[src/rtl/uart_tx_serializer.sv]
// UART TX framer: start bit, DATA_WIDTH data bits LSB first, optional parity, STOP_BITS stop bits.
// Latency: the start bit is on tx_out the cycle after accept; one clk cycle per frame bit.
// Backpressure: ready is high only in IDLE or the final stop cycle; data_valid is ignored otherwise.
//
// Ports:
//   clk           bit-rate clock, rising edge
//   rst           asynchronous reset, active-low
//   data_in       payload word, captured on accept
//   data_valid    word offered on data_in
//   parity_enable frame carries a parity bit (captured on accept)
//   parity_bit    parity from the upstream calculator, stable from the cycle after accept
//   data_accept   data_valid & ready; doubles as the parity calculator's data_valid
//   ready         a word can be accepted this cycle
//   tx_out        registered serial line, idle high
//   busy          registered, high while a frame occupies the line
module uart_tx_serializer #(
    parameter int DATA_WIDTH = 8,
    parameter int STOP_BITS  = 1
) (
    input  logic                  clk,
    input  logic                  rst,
    input  logic [DATA_WIDTH-1:0] data_in,
    input  logic                  data_valid,
    input  logic                  parity_enable,
    input  logic                  parity_bit,
    output logic                  data_accept,
    output logic                  ready,
    output logic                  tx_out,
    output logic                  busy
);

    localparam int CNT_W = $clog2(DATA_WIDTH);

    // The bit counter indexes data bits in DATA and stop bits in STOP;
    // DATA_WIDTH >= 5 guarantees CNT_W >= 3, so it always fits STOP_BITS-1.
    localparam logic [CNT_W-1:0] LAST_DATA = CNT_W'(DATA_WIDTH - 1);
    localparam logic [CNT_W-1:0] LAST_STOP = CNT_W'(STOP_BITS - 1);

    typedef enum logic [2:0] {
        ST_IDLE,
        ST_START,
        ST_DATA,
        ST_PARITY,
        ST_STOP
    } state_t;

    state_t                  state_q;
    state_t                  state_nxt;
    logic [CNT_W-1:0]        cnt_q;
    logic [CNT_W-1:0]        cnt_nxt;
    logic [DATA_WIDTH-1:0]   shift_q;
    logic [DATA_WIDTH-1:0]   shift_nxt;
    logic                    par_en_q;
    logic                    par_en_nxt;
    logic                    tx_q;
    logic                    tx_nxt;
    logic                    busy_q;
    logic                    busy_nxt;
    logic                    last_stop;

    // ------------------------------------------------------------------
    // Handshake
    // ------------------------------------------------------------------
    // Accepting in the final stop cycle lets frames run back-to-back with
    // no idle bit between them.
    assign last_stop   = (state_q == ST_STOP) && (cnt_q == LAST_STOP);
    assign ready       = (state_q == ST_IDLE) || last_stop;
    assign data_accept = data_valid & ready;

    // ------------------------------------------------------------------
    // Next-state and next-output logic
    // ------------------------------------------------------------------
    // tx_nxt is the line value for the cycle being entered, so tx_out is a
    // plain flop with no combinational path to the pin.
    always_comb begin
        state_nxt  = state_q;
        cnt_nxt    = cnt_q;
        shift_nxt  = shift_q;
        par_en_nxt = par_en_q;
        tx_nxt     = tx_q;

        unique case (state_q)
            ST_IDLE: begin
                tx_nxt = 1'b1;
            end

            ST_START: begin
                state_nxt = ST_DATA;
                cnt_nxt   = '0;
                tx_nxt    = shift_q[0];
                shift_nxt = shift_q >> 1;
            end

            ST_DATA: begin
                if (cnt_q == LAST_DATA) begin
                    cnt_nxt = '0;
                    if (par_en_q) begin
                        // The calculator only updates on data_accept, which
                        // cannot fire mid-frame, so parity_bit here equals the
                        // value present during the PARITY cycle itself.
                        state_nxt = ST_PARITY;
                        tx_nxt    = parity_bit;
                    end else begin
                        state_nxt = ST_STOP;
                        tx_nxt    = 1'b1;
                    end
                end else begin
                    cnt_nxt   = cnt_q + CNT_W'(1);
                    tx_nxt    = shift_q[0];
                    shift_nxt = shift_q >> 1;
                end
            end

            ST_PARITY: begin
                state_nxt = ST_STOP;
                cnt_nxt   = '0;
                tx_nxt    = 1'b1;
            end

            ST_STOP: begin
                tx_nxt = 1'b1;
                if (cnt_q == LAST_STOP) begin
                    state_nxt = ST_IDLE;
                    cnt_nxt   = '0;
                end else begin
                    cnt_nxt = cnt_q + CNT_W'(1);
                end
            end

            default: begin
                state_nxt = ST_IDLE;
                cnt_nxt   = '0;
                tx_nxt    = 1'b1;
            end
        endcase

        // Accept can only happen in IDLE or the final stop cycle; in both
        // cases it overrides the default path and starts a new frame.
        if (data_accept) begin
            state_nxt  = ST_START;
            cnt_nxt    = '0;
            shift_nxt  = data_in;
            par_en_nxt = parity_enable;
            tx_nxt     = 1'b0;
        end
    end

    assign busy_nxt = (state_nxt != ST_IDLE);

    // ------------------------------------------------------------------
    // State registers
    // ------------------------------------------------------------------
    // Reset drops a frame in flight immediately: the line goes high with no
    // partial stop bit.
    always_ff @(posedge clk or negedge rst) begin
        if (!rst) begin
            state_q  <= ST_IDLE;
            cnt_q    <= '0;
            shift_q  <= '0;
            par_en_q <= 1'b0;
            tx_q     <= 1'b1;
            busy_q   <= 1'b0;
        end else begin
            state_q  <= state_nxt;
            cnt_q    <= cnt_nxt;
            shift_q  <= shift_nxt;
            par_en_q <= par_en_nxt;
            tx_q     <= tx_nxt;
            busy_q   <= busy_nxt;
        end
    end

    assign tx_out = tx_q;
    assign busy   = busy_q;

endmodule

[config.mk]
export PLATFORM = sky130hd
export DESIGN_NAME = uart_tx_serializer
export DESIGN_NICKNAME = d
export VERILOG_FILES = /design/src/rtl/uart_tx_serializer.sv
export SDC_FILE = /design/constraint.sdc
export NUM_CORES = 1
export LEC_CHECK = 0
export BUFFER_PORTS_ARGS = -buffer_cell sky130_fd_sc_hd__buf_2
export CAP_MARGIN = 0
export CORE_MARGIN = 1.5
export CORE_UTILIZATION = 40
export CTS_BUF_LIST = sky130_fd_sc_hd__clkbuf_8 sky130_fd_sc_hd__clkbuf_16
export DETAILED_ROUTE_END_ITERATION = 16
export PLACE_DENSITY = 0.7
export SLEW_MARGIN = 20
export SYNTH_ARGS = -nofsm -noshare
export SYNTH_HDL_FRONTEND = slang
export SYNTH_SLANG_ARGS = --single-unit
[constraint.sdc]
create_clock -name clk -period 2.25 [get_ports clk]
set_input_delay 0.225 -clock clk [delete_from_list [all_inputs] [get_ports clk]]
set_output_delay 0.225 -clock clk [all_outputs]
set_load 0.03 [all_outputs]
After elaboration in Yosys (flattened, before gate mapping)
Cells that the tools add are included.

storage, ports and cells
  register bits after elaboration = 17
  output and inout port bits = 4
  input port bits = 13
  logic and storage cells = 38

cells by class
  multiplexer cells = 16
  reductions and logical operators = 7
  eq/ne operators = 7
  $add $sub $neg = 1
  bitwise gates (word level) = 1

operators by type and width
  cell                 count
  $mux 3               7
  $mux 8               2
  $pmux 8 s2           1
  $pmux 3 s5           1
  $pmux 3 s3           1
  $eq 3x2->1 const B   2
  $eq 3x3->1 const B   2
  $logic_not 3->1      2
  $reduce_bool 3->1    2
  $add 3x1->3 const B  1
  $eq 3x1->1 const B   1
  $mux 1               3
  $ne 3x3->1 const B   1
  $ne 2x2->1 const B   1
  $pmux 1 s2           1
  $reduce_and 2->1     1
  $and 1x1->1          1
  $logic_and 1x1->1    1
  $logic_or 1x1->1     1

Depth between registers and ports, before layout
Gate-level depths: netlist of the first run.

  word-level depth = 6
  mapped depth = 9
  depth with buffers taken out = 8

Least setup slack after synthesis of the first run
Ideal clock, no wire load.

  path type = register to register
  start point = reg cnt_q[0]
  end point = reg shift_q[2]
  arrival = 1.525 ns
  path slack = 0.645 ns
  stages on the path, launching flop included = 10
  library setup time = 0.079 ns
  path buffers = 1
  required time = 2.171 ns
  clock period less this slack = 1.605 ns
  cell sequence = dfrtp_1 inv_1 ha_1 nand2b_1 a21oi_4 nand2_4 clkinv_2 buf_6 a21oi_1 a2bb2oi_1

between the ends
  cells in the longest elaborated chain, start to end = 6
  elaborated cells between the ends (all ways) = 9
  those cells by class = eq/ne: 2; mux: 1; bitwise: 1; reduce/logical: 5

RTL lines
  element                                                                  line  source
  start, declared                                                          49    logic [CNT_W-1:0] cnt_q;
  start signal, assigned                                                   165   cnt_q <= cnt_nxt;
  $logic_not 3->1 (*)                                                      66    assign last_stop = (state_q == ST_STOP) && (cnt_q == LAST_STOP);
  $logic_and 1x1->1 (*)                                                    66
  $logic_or 1x1->1 (*)                                                     67    assign ready = (state_q == ST_IDLE) || last_stop;
  named net ready                                                          27    output logic ready,
  $and 1x1->1 (*)                                                          68    assign data_accept = data_valid & ready;
  named net data_accept                                                    26    output logic data_accept,
  $ne 3x3->1 (no source line) / $reduce_bool 3->1 (equally long branches)  n/a
  $reduce_and 2->1 (no source line)                                        n/a
  end signal, assigned                                                     166   shift_q <= shift_nxt;
  end, declared                                                            51    logic [DATA_WIDTH-1:0] shift_q;

Mark *: on every way through the listed nets, which the timed path passes. The rest lies on a longest branch.
A chain may end at the register's enable or synchronous reset.

Worst setup path after layout of the first run
  start point = reg cnt_q[0]
  end point = out data_accept

between the ends
  cells in the longest elaborated chain, start to end = 4

RTL lines
  element            line
  $logic_not 3->1    66
  $logic_and 1x1->1  66
  $logic_or 1x1->1   67
  $and 1x1->1        68
  end, declared      26

No other way between the ends.

==> metrics.yaml, run 1 <==
clock_network:
  clk_latency_ns: 0.26
  cts_setup_buffers: 0
  cts_buffer_depth: 2
  clk_pin_slew_ns: 0.07
  clock_sinks: 17
  cts_root_buffer: "clkbuf_8"
  cts_max_level: 1
  cts_tree: "built"
  cts_buffers: 3
sta:
  worst_hold_slack_ns: 0.169
  setup_ws_ns: 0.282
  hold_viol: 0
  relSlewSlack_pct: 68.1
  fin_setup_tns_ns: 0
  rsz0062_at_grt: "false"
  finalSetupViolations: 0
  fmax_ghz: 0.508
  worst_pin_slew_ns: 0.479
  finClkSkew_ns: 0.00766
  finalCriticalPeriod_ns: 1.97
  fin_crit_sh_pct: 87.5
  drv_slew: 0
yosys:
  ys.flop_type: "dfrtp_1"
  async_flop_share_pct: 100
  synth_top_area_share_pct: 46.5
  ys_warn_count: 0
  synth_seq_cells: 17
  synth_area_um2: 861
  synth.most_common_cell: "dfrtp_1"
  synth-edff-count: 0
  synth_nets: 98
  post_synth_num_cell_types: 29
  synth-seq-area-share_pct: 49.6
  syn_inst: 82
  syn_area_per_cell_um2: 10.5
  synth_commonest_cells: "dfrtp_1, nand2_1, a21oi_1"
  yosys.area.top_type: "dfrtp_1"
  netlist_top_cells_area: "dfrtp_1, a2bb2oi_1, nand2_1"
global_routing:
  grt_overflow: 0
  grt_pass1_wl_um: 2730
  antenna_found_initial: 0
  track_usage_pct: 14.9
  grt_start_max_net_pins: 18
  grt_pass1_vias: 642
floorplanning:
  std_cell_rows: 16
  core_area_um2: 2000
  dieHeight_um: 49.4
  ios: 17
  start_util_pct: 43.0
  dieWidth_um: 49.4
  dieArea_um2: 2440
critical_path:
  endpoint_kind: "output pin"
  critical_path_class: "reg2out"
  slowest_delay_ns: 0.39
  cp_max_fo: 12
  cp.required_ns: 2.03
  critPathArrivalTime_ns: 1.74
  path_cells: "inv_1, ha_1, nand2b_1, a21oi_4, nand2_4, clkinv_2, buf_2"
  crit_buf_inv: 3
  start_kind: "flop"
  crit_path_top_delay_cell: "dfrtp_1"
  cp_top_family: "buffers and inverters"
routing:
  drt_first_pass_iters: 4
  vias: 676
  drt_first_iter_violations: 7
  routed_wl_um: 1640
  viasPerCell: 5.28
  wl_per_cell_um: 12.8
  route.detailed.drc: 0
  ant_nets: 0
cells_and_area:
  fin_nets: 118
  syn2layout_area_growth_pct: 17.4
  diodes: 0
  drive_above_1_share_pct: 26.7
power:
  powerDensity_nw_per_um2: 1470
  total_leakage_power_uw: 0.000476
  peakVddDrop_mv: 0.805
  fin_total_pwr_uw: 1490
min_path:
  worstHoldPathType: "in2reg"
placed_design:
  dpl.hpwl_um: 1180
  dpl_worst_slack_ns: 0.558
  numPortBuffers: 16
  place_congestion: 0.826
job:
  maxCapViolations: 0
run_status:
  status: "finished clean"
-- worst min-delay path, cell delays in order --
cell and delay, ns:
buf_2 0.08, nand2_1 0.03, o21ai_1 0.05
-- power by group --
group	leakage (uW)	internal (uW)	switching (uW)
Sequential	0.000207	453	104
Clock	0.0000217	125	110
Combinational	0.000247	284	413
-- state kept, by name, indices dropped and copies added (netlist names) --
signal and count:
cnt_q 3, shift_q 8, state_q 3, tx_out 1, par_en_q 1, busy 1
-- worst paths after layout --
| path | start | to | slack, ns | cells after the start |
|---|---|---|---|---|
| setup / recovery | cnt_q[0] | data_accept | 0.28 | 7 |
| max in group asynchronous | rst | tx_out | 1.52 | 2 |
| min in group asynchronous | rst | cnt_q[1] | 0.41 | 2 |
| setup reg to reg | cnt_q[0] | shift_q[3] | 0.53 | 5 |
| hold / removal | parity_enable | par_en_q | 0.17 | 3 |
| hold reg to reg | shift_q[5] | shift_q[5] | 0.53 | 2 |
-- metrics by stage --
stage / std cells / cell area, um^2 / utilization (%)
4_1_cts: 128 / 1010 / 50.5
5_1_grt: 128 / 1010 / 50.5
3_3_place_gp: 123 / 952 / 47.6
3_5_place_dp: 123 / 952 / 47.6
6_report: 128 / 1010 / 50.5
2_1_floorplan: 82 / 861 / -
-- cells by family (layout without fill, tap and decap cells) --
group           count (synthesis)  after routing  share of synthesized area (%)
compound gates                 30             30                           26.0
fa+ha+maj                       3              3                           4.36
buf+inv                         8             27                           5.38
flops                          17             17                           49.6
mux                             1              1                           1.31
simple gates                   23             23                           13.4
-- timing repair --
action	in CTS	in global routing
resized for setup	0	0
hold buffers	1	0
endpoints found under the hold margin	16	0
-- placed cells by master, fill, tap and decap left out, types with 2 or more instances in the layout --
cell       count
a21oi_1       10
a2bb2oi_1      7
buf_2         16
clkbuf_8       3
dfrtp_1       16
ha_1           3
inv_1          5
nand2_1       14
nand2b_1       2
o21ai_1        2
o22ai_1        2
-- routing by layer --
metal	wire, um	vias to the layer above	global-route usage [%]
met5	0	-	0
met4	27	0	7.87
met3	123	4	6.75
met2	756	25	23.4
met1	727	315	17.0
li1	-	332	-
-- final cells by class --
type / instances / area (um^2)
clock inverters: 1 / 7.51
flip-flops and latches: 17 / 427
fillers: 197 / 991
well taps: 27 / 33.8
repair buffers: 17 / 90.1
clock buffers: 3 / 41.3
inverters: 6 / 23.8
multi-input cells: 57 / 388
(Power assumes the default switching activity.)
==> inputs of run 2 (changes only) <==
ABC_AREA = 1   (was not set)
PLACE_DENSITY = 0.69   (was 0.7)
==> metrics.yaml, run 2 <==
critical_path:
  worstReg2RegEnd: "shift_q[6]"
  start_kind: "flop"
  cp.required_ns: 2.03
  endpoint_kind: "output pin"
  crit_top_cell: "inv_1"
  rrSetupSlack_ns: 0.65
  cp_max_fo: 18
  r2r-start: "cnt_q[0]"
  critical_path_class: "reg2out"
  crit_buf_inv: 3
  r2r_cells: 8
  path_cells: "inv_1, ha_1, nand2_1, nand2_2, nand3_4, inv_1, buf_2"
  slowest_delay_ns: 0.38
  crit_path_top_delay_cell: "dfrtp_1"
  cp_top_family: "buffers and inverters"
  critPathArrivalTime_ns: 1.85
routing:
  route.met2.wl_um: 926
  route.detailed.drc: 0
  vias: 877
  viasPerCell: 5.16
  met3_wirelength_um: 63
  top_layer: "met4"
  routed_wl_um: 1980
  wl_per_cell_um: 11.7
  wl_met1_um: 956
  drt_first_pass_iters: 4
  drt_first_iter_violations: 12
  ant_nets: 0
sta:
  finClkSkew_ns: 0.00128
  drv_slew: 0
  fin_crit_sh_pct: 92.1
  rsz0062_at_grt: "false"
  fmax_ghz: 0.483
  relSlewSlack_pct: 74.0
  finalCriticalPeriod_ns: 2.07
  worst_pin_slew_ns: 0.390
  setup_ws_ns: 0.178
  fin_setup_tns_ns: 0
  hold_viol: 0
  finalSetupViolations: 0
placed_design:
  numPortBuffers: 16
  dpl.hpwl_um: 1480
  place_congestion: 0.868
  dpl_worst_slack_ns: 0.463
clock_network:
  clk_latency_ns: 0.25
  cts-resized-gates: 0
  cts_tree: "built"
  cts_setup_buffers: 0
  cts_buffers: 3
  clk_pin_slew_ns: 0.06
  cts_max_level: 1
  cts_buffer_depth: 2
  cts_root_buffer: "clkbuf_8"
  clock_sinks: 17
cells_and_area:
  fill_cells: 216
  fin_nets: 159
  multi_input_area_um2: 452
  layout_common_cells: "nand2_1, nand3_1, dfrtp_1, buf_2, inv_1"
  syn2layout_area_growth_pct: 16.2
  diodes: 0
  reg_top3: "shift_q: 8 flops, cnt_q: 3 flops, state_q: 3 flops"
  largest_register_ffs: 8
  drive_above_1_share_pct: 17.6
  regArea_um2: 427
  top_register: "shift_q"
  finish.utilization_pct: 49.3
  layout_commonest_cell: "nand2_1"
power:
  p_comb_share_pct: 46.8
  p_sw_uw: 614
  total_leakage_power_uw: 0.000610
  fin_total_pwr_uw: 1360
  p_seq_share_pct: 36.9
  powerDensity_nw_per_um2: 1240
  swShare_pct: 45.1
  peakVddDrop_mv: 0.631
  power.internal_uw: 749
  pwr-share-clk_pct: 16.4
floorplanning:
  dieArea_um2: 2670
  start_util_pct: 42.4
  dieWidth_um: 51.7
  std_cell_rows: 17
  ios: 17
  core_area_um2: 2230
  dieHeight_um: 51.7
yosys:
  syn_area_per_cell_um2: 7.70
  synth_area_um2: 947
  synth.most_common_cell: "nand2_1"
  ys_warn_count: 0
  synth_top_area_share_pct: 42.3
  synth_commonest_cells: "nand2_1, dfrtp_1, nand3_1"
  syn_inst: 123
  synth-edff-count: 0
  synth_nets: 139
  async_flop_share_pct: 100
  synth-seq-area-share_pct: 45.0
  post_synth_num_cell_types: 16
  synth_seq_cells: 17
  yosys.area.top_type: "dfrtp_1"
  netlist_top_cells_area: "dfrtp_1, nand2_1, nand3_1"
  ys.flop_type: "dfrtp_1"
global_routing:
  grt_pass1_wl_um: 3530
  grt_pass1_vias: 839
  antenna_found_initial: 0
  grt_overflow: 0
  grt_start_max_net_pins: 19
  track_usage_pct: 18.1
job:
  maxCapViolations: 0
min_path:
  holdPathStages: 3
  worstHoldPathType: "in2reg"
  min_to: "shift_q[7]"
  min_from: "data_in[7]"
run_status:
  status: "finished clean"
-- run 2: final cells by class --
type                            instances  share of cell area [%]
Clock buffer                            3                    3.75
Clock inverter                          1                   0.341
Inverter                               14                    4.77
Multi-Input combinational cell         90                    41.0
Sequential cell                        17                    38.7
Tap cell                               28                    3.18
Timing Repair Buffer                   17                    8.18
-- run 2: logic make-up (layout without fill, tap and decap cells) --
family | after synthesis | count (layout) | synth area share, %
compound gates | 8 | 8 | 5.15
fa+ha+maj | 3 | 3 | 3.96
buf+inv | 16 | 35 | 7.26
flops | 17 | 17 | 45.0
simple gates | 79 | 79 | 38.6
-- run 2: per-stage QoR --
stage	instance area [um^2]	hold WS [ns]	std cells
after CTS	1100	0.176	170
after detailed placement	1050	0.176	165
after global placement	1050	0.174	165
after floorplan	947	-0.0706	123
final	1100	0.177	170
after global routing	1100	0.190	170
-- run 2: tightest hold or removal path: stages --
cell and delay [ns]:
buf_2 0.08, nand2_1 0.04, nand2_1 0.05
-- run 2: power groups by stage --
stage	Combinational (uW)	Clock [uW]	Sequential, uW
floorplan	461	0	534
global placement	612	0	505
detailed placement	637	0	506
CTS	641	231	501
global route	735	245	520
finish	637	223	502
-- run 2: worst max-delay path by stage --
stage               startpoint     endpoint  slack (ns)  depth (start not counted)
finish                cnt_q[0]  data_accept        0.18                          7
global route          cnt_q[0]  data_accept        0.04                          7
CTS                   cnt_q[0]  data_accept        0.17                          7
detailed placement    cnt_q[0]  data_accept        0.46                          7
global placement      cnt_q[0]  data_accept        0.55                          7
floorplan             cnt_q[0]        ready        0.71                          6
-- run 2: layer usage --
layer  track usage, %  vias up
li1                 -      441
met1             24.6      416
met2             27.4       16
met3             2.59        4
met4             10.5        0
met5                0        -
-- run 2: repair_timing --
item | CTS | global route
hold endpoints to repair | 16 | 0
setup endpoints to repair | 0 | 0
hold buffers | 1 | 0
==> inputs of run 3 (changes only) <==
CELL_PAD_IN_SITES_DETAIL_PLACEMENT = 1   (was not set)
CELL_PAD_IN_SITES_GLOBAL_PLACEMENT = 2   (was not set)
CORE_UTILIZATION = 33   (was 40)
PLACE_DENSITY = 0.91   (was 0.69)
==> metrics.yaml, run 3 (synthesized netlist as in run 2, its figures left out) <==
sta:
  fin_crit_sh_pct: 89.8
  finalSetupViolations: 0
  relSlewSlack_pct: 73.5
  rsz0062_at_grt: "false"
  worst_hold_slack_ns: 0.167
  fin_setup_tns_ns: 0
  hold_viol: 0
  worst_pin_slew_ns: 0.397
  setup_ws_ns: 0.230
  finClkSkew_ns: 0.00268
  finalCriticalPeriod_ns: 2.02
  drv_slew: 0
  fmax_ghz: 0.495
clock_network:
  clk_pin_slew_ns: 0.07
  cts_buffers: 3
  clock_sinks: 17
  cts_max_level: 1
  cts_buffer_depth: 2
  cts_root_buffer: "clkbuf_8"
  cts_tree: "built"
  clk_latency_ns: 0.26
floorplanning:
  ios: 17
  dieWidth_um: 56.6
  core_area_um2: 2730
  std_cell_rows: 19
  dieArea_um2: 3200
  start_util_pct: 34.6
  dieHeight_um: 56.6
critical_path:
  cp.required_ns: 2.03
  rrSetupSlack_ns: 0.56
  critical_path_class: "reg2out"
  critPathArrivalTime_ns: 1.79
  start_kind: "flop"
  cp_max_fo: 10
  r2r_cells: 10
  endpoint_kind: "output pin"
  worstReg2RegEnd: "shift_q[3]"
  r2r-start: "cnt_q[0]"
routing:
  wl_per_cell_um: 14.2
  route.detailed.drc: 0
  drt_first_iter_violations: 31
  ant_nets: 0
  viasPerCell: 5.14
  vias: 909
  routed_wl_um: 2520
  drt_first_pass_iters: 4
min_path:
  min_from: "data_in[7]"
  worstHoldPathType: "in2reg"
  min_to: "shift_q[7]"
  holdPathStages: 3
cells_and_area:
  layout_commonest_cell: "nand2_1"
  fill_cells: 348
  fin_area_um2: 1130
  fin_nets: 163
  diodes: 0
  reg_top3: "shift_q: 8 flops, cnt_q: 3 flops, state_q: 3 flops"
  drive_above_1_share_pct: 19.9
  largest_register_ffs: 8
  layout_common_cells: "nand2_1, nand3_1, dfrtp_1, buf_2, inv_1"
  syn2layout_area_growth_pct: 19.8
  final_cell_count_no_fill: 177
  top_register: "shift_q"
global_routing:
  antenna_found_initial: 0
  grt_start_max_net_pins: 19
  grt_pass1_wl_um: 4220
  grt_pass1_vias: 923
  grt_overflow: 0
  track_usage_pct: 17.4
job:
  maxCapViolations: 0
placed_design:
  dpl.hpwl_um: 1920
  numPortBuffers: 16
  dpl_worst_slack_ns: 0.415
  dpl_cell_area_um2: 1050
  place_congestion: 0.736
  placed_cells: 168
power:
  total_leakage_power_uw: 0.000628
  peakVddDrop_mv: 0.610
  powerDensity_nw_per_um2: 1260
run_status:
  status: "finished clean"
## run 3: cell count changes in the layout (fill, tap and decap cells not counted), sizes merged
| cell | before | now |
|---|---|---|
| buf | 16 | 20 |
## run 3: layout make-up
cell class	count	area, um^2	area share, %
flip-flops and latches	17	427	37.6
multi-input cells	90	452	39.8
repair buffers	21	120	10.6
inverters	14	52.6	4.63
well taps	31	38.8	3.42
clock inverters	1	3.75	0.331
clock buffers	3	41.3	3.64
## run 3: per-stage QoR
step	power (uW)	utilization, %
CTS	1410	40.4
global route	1570	41.5
floorplan	995	-
finish	1430	41.5
global placement	1130	38.4
detailed placement	1170	38.4
## run 3: routing by layer
metal | global-route usage, % | wire (um) | up-vias
met4 | 8.16 | 64 | 0
met5 | 0 | 0 | -
met1 | 22.4 | 1170 | 435
met3 | 2.76 | 67 | 7
li1 | - | - | 450
met2 | 28.2 | 1220 | 17
## run 3: critical path, stage by stage (launching register included)
cell	delay (ns)
dfrtp_1	0.38
inv_1	0.13
ha_1	0.18
nand2_1	0.12
nand2_2	0.20
nand3_4	0.16
inv_1	0.15
buf_2	0.22
## run 3: power by group
part	internal (uW)	switching [uW]	leakage (uW)	total (uW)
registers	430	77.0	0.000218	507
logic	224	468	0.000383	692
clock network	121	111	0.0000269	233
## run 3: worst max path at each step
| stage | to | slack [ns] | from |
|---|---|---|---|
| after detailed placement | data_accept | 0.42 | cnt_q[0] |
| after CTS | data_accept | 0.12 | cnt_q[0] |
| after floorplan | ready | 0.71 | cnt_q[0] |
| after global routing | data_accept | 0.07 | cnt_q[0] |
| after global placement | data_accept | 0.54 | cnt_q[0] |
| final | data_accept | 0.23 | cnt_q[0] |
## run 3: timing repair
item,in CTS,in global routing
hold buffers,1,0
setup endpoints to repair,0,1
setup buffers,0,4
endpoints found under the hold margin,16,0
gates resized for setup,0,0
